`config.mk`:
```
export PLATFORM = sky130hd
export DESIGN_NAME = bank_load_sequencer
export DESIGN_NICKNAME = d
export VERILOG_FILES = /design/src/rtl/bank_load_sequencer.sv
export SDC_FILE = /design/constraint.sdc
export NUM_CORES = 1
export LEC_CHECK = 0
export BUFFER_PORTS_ARGS = -buffer_cell sky130_fd_sc_hd__buf_2
export CAP_MARGIN = 5
export CORE_MARGIN = 3
export CORE_UTILIZATION = 55
export CTS_CLUSTER_DIAMETER = 120
export DETAILED_ROUTE_END_ITERATION = 7
export PLACE_DENSITY = 0.85
export SETUP_SLACK_MARGIN = 0.15
export SLEW_MARGIN = 20
export SYNTH_ARGS = -nofsm -noshare
export SYNTH_HDL_FRONTEND = slang
export SYNTH_SLANG_ARGS = --single-unit
```
`constraint.sdc`:
```
create_clock -name clk -period 2.5 [get_ports clk]
set_clock_uncertainty 0.1 [all_clocks]
set_input_delay 0.125 -clock clk [delete_from_list [all_inputs] [get_ports clk]]
set_output_delay 0.125 -clock clk [all_outputs]
set_load 0.05 [all_outputs]
```
`src/rtl/bank_load_sequencer.sv`:
```
// bank_load_sequencer: accepts one host command and then drives the register-bank
// datapath. It issues one load strobe per enabled register in the order
// V1, V2, R, IR1, IR2, waits the programmed number of execution cycles, and
// captures the datapath display output as the result.
//
// Handshake: a command transfers on a rising edge where start_valid=1 and
// start_ready=1. start_ready is high only in IDLE. start_valid seen while busy
// is dropped rather than queued. The host does not have to hold start_valid
// once the command has been accepted.
module bank_load_sequencer #(
  parameter int W  = 16,
  parameter int CW = 8
) (
  input  logic          clk,
  input  logic          rst,
  input  logic          start_valid,
  output logic          start_ready,
  input  logic [4:0]    load_mask,
  input  logic [W-1:0]  v1_val,
  input  logic [W-1:0]  v2_val,
  input  logic [W-1:0]  r_val,
  input  logic [W-1:0]  ir1_val,
  input  logic [W-1:0]  ir2_val,
  input  logic [CW-1:0] exec_cycles,
  input  logic          abort,
  input  logic [W-1:0]  display_in,
  output logic [W-1:0]  value,
  output logic          ldV1,
  output logic          ldV2,
  output logic          ldR,
  output logic          ldIR1,
  output logic          ldIR2,
  output logic          busy,
  output logic [W-1:0]  result,
  output logic          result_valid,
  output logic [1:0]    stateDbg
);

  typedef enum logic [1:0] {
    IDLE    = 2'd0,
    LOAD    = 2'd1,
    EXEC    = 2'd2,
    CAPTURE = 2'd3
  } state_t;

  state_t        state;
  state_t        stateNext;
  logic [4:0]    maskQ;
  logic [W-1:0]  v1Q, v2Q, rQ, ir1Q, ir2Q;
  logic [CW-1:0] cntQ;

  // Lowest pending register: isolate the lowest set bit of the remaining mask.
  logic [4:0] lowBit;
  logic       lastLoad;
  assign lowBit   = maskQ & (~maskQ + 5'd1);
  assign lastLoad = ((maskQ & ~lowBit) == 5'd0);

  logic accept;
  assign accept = (state == IDLE) && start_valid;

  // State register
  always_ff @(posedge clk) begin
    if (rst) state <= IDLE;
    else     state <= stateNext;
  end

  // Next-state decode
  always_comb begin
    stateNext = state;
    case (state)
      IDLE: begin
        if (start_valid) stateNext = (load_mask != 5'd0) ? LOAD : EXEC;
      end
      LOAD: begin
        if (abort)         stateNext = IDLE;
        else if (lastLoad) stateNext = EXEC;
      end
      EXEC: begin
        if (abort)                  stateNext = IDLE;
        else if (cntQ == '0)        stateNext = CAPTURE;
      end
      CAPTURE: stateNext = IDLE;
      default: stateNext = IDLE;
    endcase
  end

  // Command latches, load mask consumption, execution counter
  always_ff @(posedge clk) begin
    if (rst) begin
      maskQ <= '0;
      v1Q   <= '0;
      v2Q   <= '0;
      rQ    <= '0;
      ir1Q  <= '0;
      ir2Q  <= '0;
      cntQ  <= '0;
    end else begin
      case (state)
        IDLE: begin
          if (accept) begin
            maskQ <= load_mask;
            v1Q   <= v1_val;
            v2Q   <= v2_val;
            rQ    <= r_val;
            ir1Q  <= ir1_val;
            ir2Q  <= ir2_val;
            cntQ  <= exec_cycles;
          end
        end
        LOAD: maskQ <= maskQ & ~lowBit;
        EXEC: if (cntQ != '0) cntQ <= cntQ - 1'b1;
        default: ;
      endcase
    end
  end

  // Result capture and one-cycle valid pulse
  always_ff @(posedge clk) begin
    if (rst) begin
      result       <= '0;
      result_valid <= 1'b0;
    end else begin
      result_valid <= (state == CAPTURE);
      if (state == CAPTURE) result <= display_in;
    end
  end

  // Moore outputs: strobe and bus word selected by the lowest pending bit
  always_comb begin
    ldV1  = 1'b0;
    ldV2  = 1'b0;
    ldR   = 1'b0;
    ldIR1 = 1'b0;
    ldIR2 = 1'b0;
    value = '0;
    if (state == LOAD) begin
      case (lowBit)
        5'b00001: begin ldV1  = 1'b1; value = v1Q;  end
        5'b00010: begin ldV2  = 1'b1; value = v2Q;  end
        5'b00100: begin ldR   = 1'b1; value = rQ;   end
        5'b01000: begin ldIR1 = 1'b1; value = ir1Q; end
        5'b10000: begin ldIR2 = 1'b1; value = ir2Q; end
        default: ;
      endcase
    end
  end

  assign busy        = (state != IDLE);
  assign start_ready = (state == IDLE);
  assign stateDbg    = state;

endmodule

```
=== After elaboration in Yosys (flattened, before gate mapping) ===
Index checks and enable logic that the tools add are counted.

* Add/subtract/negate cells: 2
* Equal/unequal tests: 13
* Muxes and demuxes: 24
* Bitwise logic cells: 4
* Reductions and logical operators: 13

{| class="wikitable"
|+ Operators with widths
! operator !! number
|-
| $pmux 16 s5 || 1
|-
| $mux 16 || 1
|-
| $mux 8 || 2
|-
| $pmux 8 s2 || 1
|-
| $mux 2 || 6
|-
| $and 5x5->5 || 2
|-
| $mux 1 || 10
|-
| $not 5->5 || 2
|-
| $pmux 5 s2 || 1
|-
| $logic_not 8->1 || 1
|-
| $pmux 2 s4 || 1
|-
| $reduce_bool 8->1 || 1
|-
| $sub 8x1->8 const B || 1
|-
| $ne 3x3->1 const B || 2
|-
| $reduce_and 3->1 || 2
|-
| $reduce_bool 2->1 || 3
|-
| $add 5x1->5 const B || 1
|-
| $eq 5x1->1 const B || 1
|-
| $eq 5x2->1 const B || 1
|-
| $eq 5x3->1 const B || 1
|-
| $eq 5x4->1 const B || 1
|-
| $eq 5x5->1 const B || 1
|-
| $logic_not 5->1 || 1
|-
| $mux 5 || 1
|-
| other kinds (8) || 11
|}

* Bits in registers: 112
* Input port bits: 113
* Output and inout bits: 42
* Word-level logic and storage cells: 66

=== Longest topological paths before layout ===
Gate-level depths: netlist (run 1).

* Word-level depth: 9
* Mapped depth: 7
* Mapped depth without buffers: 6

=== Least setup slack after synthesis (run 1) ===
OpenSTA, ideal clock, no wires.

* Kind: flip-flop to output port
* Start: register state[0], in the netlist stateDbg[0]
* End: output port value[10]
* Arrival time: 2332 ps
* Required time: 2275 ps
* Setup slack: -57 ps
* Cell stages (with the launch flop): 6
* Buffers on the path: 2
* Path through: dfxtp_1 buf_2 nor2b_1 o21ai_1 buf_2 a21oi_1

* Cells in the longest elaborated chain, start to end: 2

{| class="wikitable"
|+ RTL lines
! item !! line !! source
|-
| start, declared || 46 || <nowiki>state_t state;</nowiki>
|-
| start signal, assigned || 64 || <nowiki>else state <= stateNext;</nowiki>
|-
| $eq 2x1->1 || 136 || <nowiki>if (state == LOAD) begin</nowiki>
|-
| $mux 16 || 136 ||
|-
| end, declared || 27 || <nowiki>output logic [W-1:0] value,</nowiki>
|}

Every way passes these cells.

=== Final worst setup path (run 1) ===
* Start: register maskQ[3]
* End: output port value[11]

* Cells in the longest elaborated chain, start to end: 6
* Elaborated cells on any way between the ends: 10
* Classes of those cells: 1 x add/sub; 5 x eq/ne; 2 x mux; 2 x bitwise

{| class="wikitable"
|+ RTL lines
! item !! line !! source
|-
| start, declared || 48 || <nowiki>logic [4:0] maskQ;</nowiki>
|-
| start signal, assigned || 101 || <nowiki>maskQ <= load_mask;</nowiki>
|-
| start signal, assigned || 110 || <nowiki>LOAD: maskQ <= maskQ & ~lowBit;</nowiki>
|-
| $not 5->5 || 55 || <nowiki>assign lowBit = maskQ & (~maskQ + 5'd1);</nowiki>
|-
| $add 5x1->5 || 55 ||
|-
| $and 5x5->5 * || 55 ||
|-
| $eq 5x5->1, or another cell as far along || 137 || <nowiki>case (lowBit)</nowiki>
|-
| $pmux 16 s5 * || 137 ||
|-
| $mux 16 * || 136 ||
|}

Mark *: on every way between the ends. The rest lies on a longest branch, timed or not.

==> impl_metrics.py, run 1 <==
metrics = {
    "floorplanning": {
        "fp-row-count": 33,
        "die_height_um": 100.5,
        "coreArea_sq_um": 8423,
        "io_pins": 155,
        "start_util_pct": 58.26,
        "die_w_um": 100.5,
        "dieArea_sq_um": 10090,
    },
    "hold_path": {
        "hold_path_class": "input port to flip-flop",
    },
    "synthesis": {
        "synth_cells": 662,
        "avgSynthCellArea_sq_um": 7.413,
        "ys_seq_area_share_pct": 45.69,
        "synth.largest_area_cell": "dfxtp_1",
        "ys_seq_elements": 112,
        "syn-num-nets": 777,
        "ys_types": 48,
        "synth_edf_count": 0,
        "yosysWarnings": 0,
        "yosysTopAreaCellShare_pct": 45.69,
        "synth_area_leaders": "dfxtp_1 (46%), nand2_1 (17%), a21oi_1 (16%)",
        "ys_dominant_reg_cell": "dfxtp_1",
        "async_flop_share_pct": 0,
        "syn_area_sq_um": 4907,
    },
    "drt": {
        "route.met3.wl_um": 1351,
        "wl_met2_um": 8904,
        "met1Wirelength_um": 6111,
        "wl_per_cell_um": 17.21,
        "drt_iter0_markers": 307,
        "vias_per_cell": 5.739,
        "ant_nets": 0,
        "drt_wl_total_um": 17320,
        "via_count": 5773,
        "first_pass_iters": 5,
        "drc": 0,
        "highest_layer": "met4",
    },
    "sta": {
        "rsz0062_at_grt": "false",
        "finalSetupTns_ps": 0,
        "worstMarginPinSlew_ps": 671.6,
        "setup_viol": 0,
        "fin_crit_sh_pct": 90.52,
        "clock.fmax_mhz": 441.9,
        "hold_violations": 0,
        "whs_ps": 46.91,
        "slew_headroom_pct": 55.23,
        "drv_slew": 0,
        "fin_crit_ps": 2263,
    },
    "cts": {
        "path_clk_slew_ps": 110,
        "cts_buffer_depth": 2,
        "clock-sinks": 112,
        "cts_inserted_buffers": 9,
        "h-tree-depth": 3,
        "clk_latency_ps": 380,
        "cts_tree": "done",
        "cts-root-buf": "clkbuf_8",
    },
    "grt": {
        "grt_pass1_wl_um": 27500,
        "grt_pass1_vias": 5893,
        "antenna_found_initial": 1,
        "overflow": 0,
        "grt_usage_pct": 34.28,
        "grt_max_degree": 76,
    },
    "power": {
        "leakagePower_uw": 0.002877,
        "p_total_uw": 3902,
        "ir_worst_vdd_mv": 0.4607,
        "power_density_nw_per_um2": 553.3,
    },
    "place": {
        "dpl.cell_count": 879,
        "dpl.hpwl_um": 10140,
        "io_buffers": 154,
        "gp_congestion": 0.8941,
        "place_area_sq_um": 5722,
    },
    "worst_setup_path": {
        "ff2ff_setup_slack_ps": 550,
        "start_kind": "flip-flop",
        "slowest_stage": "dfxtp_1",
        "path_class": "flip-flop to output pin",
        "setup.worst_path.end_class": "output pin",
        "worst_ep_arrival_time_ps": 2040,
        "critPathMaxStageDelay_ps": 390,
        "crit_required_ps": 2280,
        "path_max_fanout": 16,
        "worstPathCellList": "nor4_4, and2_1, buf_6, a22oi_1, a21oi_1, clkbuf_4",
    },
    "job": {
        "max-cap-violations": 0,
    },
    "final_layout": {
        "area_growth_pct": 43.70,
        "layout_commonest_cell": "nand2_1",
        "layout_common_cells": "nand2_1 (217), a21oi_1 (153), buf_2 (146), dfxtp_1 (109), dlygate4sd3_1 (109)",
        "layout.nets": 1010,
        "stdcell_count": 1006,
        "drive_gt1_share_pct": 22.33,
        "final_area_sq_um": 7052,
    },
    "outcome": {
        "status": "finished, final reports clean",
    },
}
[layer usage]
| layer | GRT usage, % | vias to the layer above |
|---|---|---|
| met2 | 62.49 | 341 |
| met1 | 35.80 | 2640 |
| met3 | 7.751 | 85 |
| met4 | 20.00 | 0 |
| li1 | - | 2707 |
| met5 | 0 | - |
[registers in the layout, summed over array words and instances (netlist names)]
| signal | flops |
|---|---|
| cntQ | 8 |
| maskQ | 5 |
| ir2Q | 16 |
| rQ | 16 |
| v2Q | 16 |
| ir1Q | 16 |
| v1Q | 16 |
| result | 16 |
| result_valid | 1 |
| stateDbg | 2 |
[critical path: cells and delay by family (launching register included)]
family	cells	cell delay, ps
buffers and inverters	2	450
and+or+nand+nor	2	500
AOI/OAI and AO/OA	2	320
DFF	1	390
[cell type report]
cell class / instances / area [sq um]
multi-input combinational: 491 / 2452
sequential: 112 / 2246
timing repair buffer: 275 / 2017
fill: 505 / 1371
tap: 105 / 131.4
clock buffer: 10 / 127.6
clock inverter: 6 / 52.55
inverter: 6 / 22.52
antenna: 1 / 2.502
[where the power goes]
group          total, uW  leakage, uW  switching, uW  internal (uW)
sequential          2010     0.000918           98.2           1910
combinational        885      0.00187            498            387
clock               1010    0.0000850            634            377
total               3900      0.00288           1230           2670
[logic make-up (layout without fill, tap and decap cells)]
kind of cell	count (synthesis)	count (layout)	share of synthesized area, %
compound gates	195	195	22.21
other cells	0	1	0
fa+ha+maj	3	3	0.7393
simple gates	292	292	26.19
xor+xnor	1	1	0.1785
flops	112	112	45.69
buf+inv	59	297	4.997
[path summary, 6_finish.rpt]
| path | start | to | cells past startpoint |
|---|---|---|---|
| setup / recovery | maskQ[3] | value[11] | 6 |
| setup reg to reg | cntQ[0] | cntQ[1] | 6 |
| hold reg to reg | v1Q[3] | v1Q[3] | 2 |
| hold / removal | start_valid | stateDbg[0] | 4 |
[cells in the mapped netlist (4+ instances only)]
cell type and n:
inv_1 6, nand2_1 217, and2_1 5, nand3_1 5
o21ai_0 6, buf_1 12, nor3b_1 5, buf_2 12
and3_1 4, a21oi_1 155, dfxtp_1 112, a22oi_1 16
nand3b_1 17, nor2_1 19, nor3_1 5, clkbuf_1 26
[metrics by stage]
stage	utilization, %	setup slack, ps
5_1_grt	83.72	159.0
3_5_place_dp	67.93	378.7
2_1_floorplan	-	-56.56
4_1_cts	83.21	113.7
3_3_place_gp	67.93	465.2
6_report	83.72	236.9
[what timing repair did]
action / in CTS / in global routing
endpoints found under the hold margin: 110 / 0
setup buffers: 0 / 1
pin swaps: 0 / 1
hold buffers: 109 / 0
setup endpoints to repair: 16 / 16
resized for setup: 5 / 14
Note: power is estimated with default switching activity, not from simulation.
==> inputs of run 2 (changes only) <==
Settings changed: CORE_UTILIZATION 55 to 50, PLACE_DENSITY 0.85 to 0.79.
==> run 2 against run 1 <==
  * Core utilization down 8.0 points
  * Global-route usage down 4.7 points
  * Worst hold slack better by 12 ps
  * Largest cell class unchanged
  * Highest routed layer unchanged
==> impl_metrics.py, run 2 (synthesis results as in run 1) <==
metrics = {
    "place": {
        "dpl.hpwl_um": 10060,
        "io_buffers": 154,
        "gp_congestion": 0.8716,
        "dpl.cell_count": 905,
    },
    "worst_setup_path": {
        "start_kind": "flip-flop",
        "setup.worst_path.end_class": "output pin",
        "slowest_stage": "dfxtp_1",
        "worstPathCellList": "nor4_4, and2_1, buf_6, a22oi_1, a21oi_1, buf_2",
        "crit_required_ps": 2280,
        "path_max_fanout": 16,
        "worst_ep_arrival_time_ps": 2010,
        "critPathMaxStageDelay_ps": 370,
        "path_class": "flip-flop to output pin",
    },
    "floorplanning": {
        "die_height_um": 105.1,
        "io_pins": 155,
        "fp-row-count": 35,
        "dieArea_sq_um": 11040,
        "start_util_pct": 52.36,
        "coreArea_sq_um": 9371,
        "die_w_um": 105.1,
    },
    "cts": {
        "cts-root-buf": "clkbuf_8",
        "cts_tree": "done",
        "h-tree-depth": 3,
        "path_clk_slew_ps": 110,
        "cts_inserted_buffers": 9,
        "clk_latency_ps": 370,
        "clock-sinks": 112,
        "cts_buffer_depth": 2,
        "cts_setup_buffers": 0,
    },
    "sta": {
        "fin_crit_ps": 2233,
        "drv_slew": 0,
        "hold_violations": 0,
        "rsz0062_at_grt": "false",
        "whs_ps": 59.39,
        "clock.fmax_mhz": 447.8,
        "finalSetupTns_ps": 0,
        "slew_headroom_pct": 62.65,
        "fin_crit_sh_pct": 89.32,
        "worstMarginPinSlew_ps": 560.3,
        "setup_viol": 0,
    },
    "drt": {
        "wl_per_cell_um": 15.96,
        "ant_nets": 0,
        "vias_per_cell": 5.523,
        "via_count": 5689,
        "drt_iter0_markers": 340,
        "drt_wl_total_um": 16440,
        "drc": 0,
        "first_pass_iters": 6,
    },
    "power": {
        "leakagePower_uw": 0.002890,
        "ir_worst_vdd_mv": 0.4391,
        "p_total_uw": 3914,
        "power_density_nw_per_um2": 551.4,
    },
    "final_layout": {
        "drive_gt1_share_pct": 22.09,
        "diodes": 0,
        "layout.nets": 1011,
        "area_growth_pct": 44.67,
        "stdcell_count": 1030,
        "fillCellCount": 676,
        "layout_common_cells": "nand2_1 (217), a21oi_1 (155), buf_2 (139), dfxtp_1 (110), dlygate4sd3_1 (109)",
        "layout_commonest_cell": "nand2_1",
    },
    "grt": {
        "grt_usage_pct": 29.56,
        "antenna_found_initial": 0,
        "grt_max_degree": 57,
        "grt_pass1_vias": 5523,
        "overflow": 0,
        "grt_pass1_wl_um": 26720,
    },
    "job": {
        "max-cap-violations": 0,
    },
    "hold_path": {
        "hold_path_class": "input port to flip-flop",
    },
    "outcome": {
        "status": "finished, final reports clean",
    },
}
[run 2: where the power goes]
part / internal (uW) / switching [uW] / total, uW
sequential: 1910 / 96.3 / 2000
clock: 405 / 629 / 1030
combinational: 386 / 491 / 878
[run 2: metal layers]
layer  track usage (%)  wire, um
met5                 0         0
met1             34.38      6241
met3             5.497      1203
met4             10.87       569
met2             53.71      8425
[run 2: final timing paths]
path | start | endpoint | slack [ps] | cells past startpoint
setup / recovery | maskQ[2] | value[13] | 270 | 6
hold / removal | exec_cycles[3] | cntQ[3] | 60 | 4
setup reg to reg | stateDbg[1] | cntQ[7] | 500 | 4
hold reg to reg | v1Q[6] | v1Q[6] | 360 | 2
[run 2: layout make-up]
cell class              count  area [sq um]  area share, %
inverters                   6         22.52         0.3172
multi-input cells         491          2441          34.38
repair buffers            276          2042          28.76
clock inverters             6         50.05         0.7050
well taps                 129         161.4          2.274
clock buffers              10         137.6          1.939
flip-flops and latches    112          2245          31.62
[run 2: repair_timing]
action,in CTS,in global routing
hold buffers,109,0
pin swaps,0,1
gates resized for setup,11,12
setup endpoints to repair,14,16
endpoints found under the hold margin,110,0
[run 2: worst max-delay path, delay by kind of cell (launching register included)]
family,cells,cell delay [ps]
flip-flops,1,370
AO/OA/AOI/OAI,2,270
AND/OR/NAND/NOR,2,520
buffers and inverters,2,470
[run 2: metrics by stage]
| stage | util, % | instance area (sq um) | setup WS (ps) |
|---|---|---|---|
| 4_1_cts | 75.51 | 7077 | 156.6 |
| 2_1_floorplan | - | 4912 | -56.56 |
| 6_report | 75.75 | 7099 | 266.9 |
| 3_5_place_dp | 61.51 | 5764 | 524.9 |
| 3_3_place_gp | 61.51 | 5764 | 583.8 |
| 5_1_grt | 75.75 | 7099 | 138.3 |
==> inputs of run 3 (changes only) <==
Settings changed: ABC_AREA set to 1, BUFFER_PORTS_ARGS -buffer_cell sky130_fd_sc_hd__buf_2 to not set, DONT_BUFFER_PORTS set to 1, MAX_ROUTING_LAYER set to met4, PLACE_DENSITY 0.79 to 0.65.
==> run 3 against run 2 <==
  * Synthesized cell count up 10%
  * Clock power is 6% higher
  * Worst hold slack better by 32 ps
  * Combinational power increased to 2.9 times the previous value
  * Largest power group unchanged
==> impl_metrics.py, run 3 <==
metrics = {
    "outcome": {
        "status": "finished, final reports clean",
    },
    "final_layout": {
        "regArea_sq_um": 2248,
        "layout_commonest_cell": "nor2_1",
        "layout_common_cells": "nor2_1 (215), dlygate4sd3_1 (113), nand2_1 (109), o21ai_0 (109), dfxtp_1 (109)",
        "fillCellCount": 810,
        "area_growth_pct": 34.59,
        "final_util_pct": 70.71,
        "drive_gt1_share_pct": 8.187,
        "diodes": 0,
        "multi_input_area_sq_um": 2287,
        "layout.nets": 966,
        "stdcell_count": 984,
    },
    "cts": {
        "clock-sinks": 112,
        "cts-root-buf": "clkbuf_8",
        "cts_tree": "done",
        "clk_latency_ps": 370,
        "h-tree-depth": 3,
        "cts_buffer_depth": 2,
        "path_clk_slew_ps": 110,
        "cts_inserted_buffers": 9,
    },
    "drt": {
        "drt_iter0_markers": 399,
        "drc": 0,
        "wl_per_cell_um": 15.65,
        "vias_per_cell": 5.274,
        "ant_nets": 0,
        "via_count": 5190,
        "drt_wl_total_um": 15400,
        "first_pass_iters": 5,
    },
    "place": {
        "gp_congestion": 0.9205,
        "dpl.hpwl_um": 10010,
        "io_buffers": 0,
        "dpl.cell_count": 851,
    },
    "grt": {
        "grt_pass1_vias": 5177,
        "overflow": 0,
        "grt_usage_pct": 28.21,
        "grtUsageMet3_pct": 7.287,
        "grt_pass1_wl_um": 24780,
        "antenna_found_initial": 0,
        "grtUsageMet1_pct": 30.47,
        "grt_max_degree": 100,
        "use_met2_pct": 49.95,
        "busiest_layer": "met2",
    },
    "hold_path": {
        "hold_path_class": "input port to flip-flop",
        "hold_depth": 4,
    },
    "sta": {
        "rsz0062_at_grt": "true",
        "worstMarginPinSlew_ps": 542.6,
        "drv_slew": 0,
        "fin_crit_sh_pct": 88.80,
        "hold_violations": 0,
        "clock.fmax_mhz": 450.5,
        "fin_crit_ps": 2220,
        "slew_headroom_pct": 63.77,
        "setup_viol": 0,
        "finalSetupTns_ps": 0,
    },
    "synthesis": {
        "synth.most_common_cell": "nor2_1",
        "avgSynthCellArea_sq_um": 6.799,
        "ys_dominant_reg_cell": "dfxtp_1",
        "syn_area_sq_um": 4970,
        "ys_types": 30,
        "yosysTopAreaCellShare_pct": 45.12,
        "yosysWarnings": 0,
        "synth_commonest_cells": "nor2_1 (215), dfxtp_1 (112), nand2_1 (110)",
        "synth.largest_area_cell": "dfxtp_1",
        "synth_area_leaders": "dfxtp_1 (45%), nor2_1 (16%), o21ai_0 (11%)",
        "ys_seq_area_share_pct": 45.12,
        "synth_edf_count": 0,
        "ys_seq_elements": 112,
        "syn-num-nets": 846,
        "async_flop_share_pct": 0,
        "synth_cells": 731,
    },
    "floorplanning": {
        "die_w_um": 105.7,
        "coreArea_sq_um": 9459,
        "io_pins": 155,
        "fp-row-count": 35,
        "dieArea_sq_um": 11170,
        "start_util_pct": 52.54,
        "die_height_um": 105.7,
    },
    "power": {
        "power_density_nw_per_um2": 965.6,
        "leakagePower_uw": 0.002884,
        "ir_worst_vdd_mv": 0.7020,
    },
    "worst_setup_path": {
        "slowest_stage": "dlygate4sd3_1",
        "setup.worst_path.end_class": "flip-flop",
        "start_kind": "flip-flop",
        "path_class": "flip-flop to flip-flop",
        "worst_ep_arrival_time_ps": 2400,
        "rr_worst_depth": 10,
        "critPathMaxStageDelay_ps": 540,
        "crit_required_ps": 2680,
        "worstPathCellList": "buf_4, nor2_4, buf_4, inv_1, nor2_1, nor2_1, nand3b_1, nand2_1, dlygate4sd3_1, inv_1",
        "path_max_fanout": 3,
    },
    "job": {
        "max-cap-violations": 0,
    },
}
==> run 3: cell count changes after synthesis, sizes merged, moves of 16 or more <==
cell,before,now
a21oi,155,28
a22oi,16,0
inv,6,62
nand2,217,112
nand3b,17,1
nand4,0,17
nor2,19,219
o21ai,7,122
==> run 3: worst max-delay path: cells and delay by family, from the launching register on <==
family	cells	cell delay (ps)
flops	1	410
simple gates	5	480
buf+inv	5	1140
==> run 3: final timing paths <==
check / slack (ps) / startpoint / endpoint
worst max-delay path: 280 / stateDbg[0] / stateDbg[0]
worst min-delay path: 90 / start_valid / rQ[5]
worst min register to register: 360 / ir1Q[15] / ir1Q[15]
worst max register to register: 280 / stateDbg[0] / stateDbg[0]
==> run 3: layout make-up <==
type                       count  share of cell area, %
multi-input combinational    518                  34.19
clock inverter                 5                  1.010
timing repair buffer         148                  23.27
tap                          129                  2.413
sequential                   112                  33.61
clock buffer                  10                  1.908
inverter                      62                  3.591
==> run 3: through the flow <==
stage	worst slack (ps)	hold slack [ps]	power, uW	cell area (sq um)
6_report	280.0	91.85	6459	6689
5_1_grt	132.7	115.8	6938	6689
4_1_cts	173.8	71.98	6451	6676
3_5_place_dp	429.4	101.5	5182	5296
3_3_place_gp	456.5	95.62	5111	5296
2_1_floorplan	404.7	94.07	4625	4975
==> run 3: timing repair <==
action,CTS,global route
endpoints found under the hold margin,112,0
endpoints found under the setup margin,12,17
hold buffers,113,0
pin swaps,1,0
buffers inserted,5,0
cloned,0,0
gates resized for setup,1,6
==> run 3: kinds of logic after synthesis <==
logic type	count (synthesis)	synth area share, %
AO/OA/AOI/OAI	155	15.86
XOR/XNOR	1	0.1763
adder cells (fa/ha/maj)	2	0.5034
buffers and inverters	101	9.013
flip-flops	112	45.12
AND/OR/NAND/NOR	360	29.33
==> run 3: metal layers <==
metal  vias to the layer above  share of wire [%]
met5                         -                  0
met4                         0                3.2
met3                        44                6.8
met2                       210                 52
met1                      2375                 38
li1                       2561                  -
==> run 3: power breakdown <==
group	leakage [uW]	internal, uW	switching (uW)
Combinational	0.00186	901	1690
Clock	0.0000984	472	617
Sequential	0.000925	2280	492
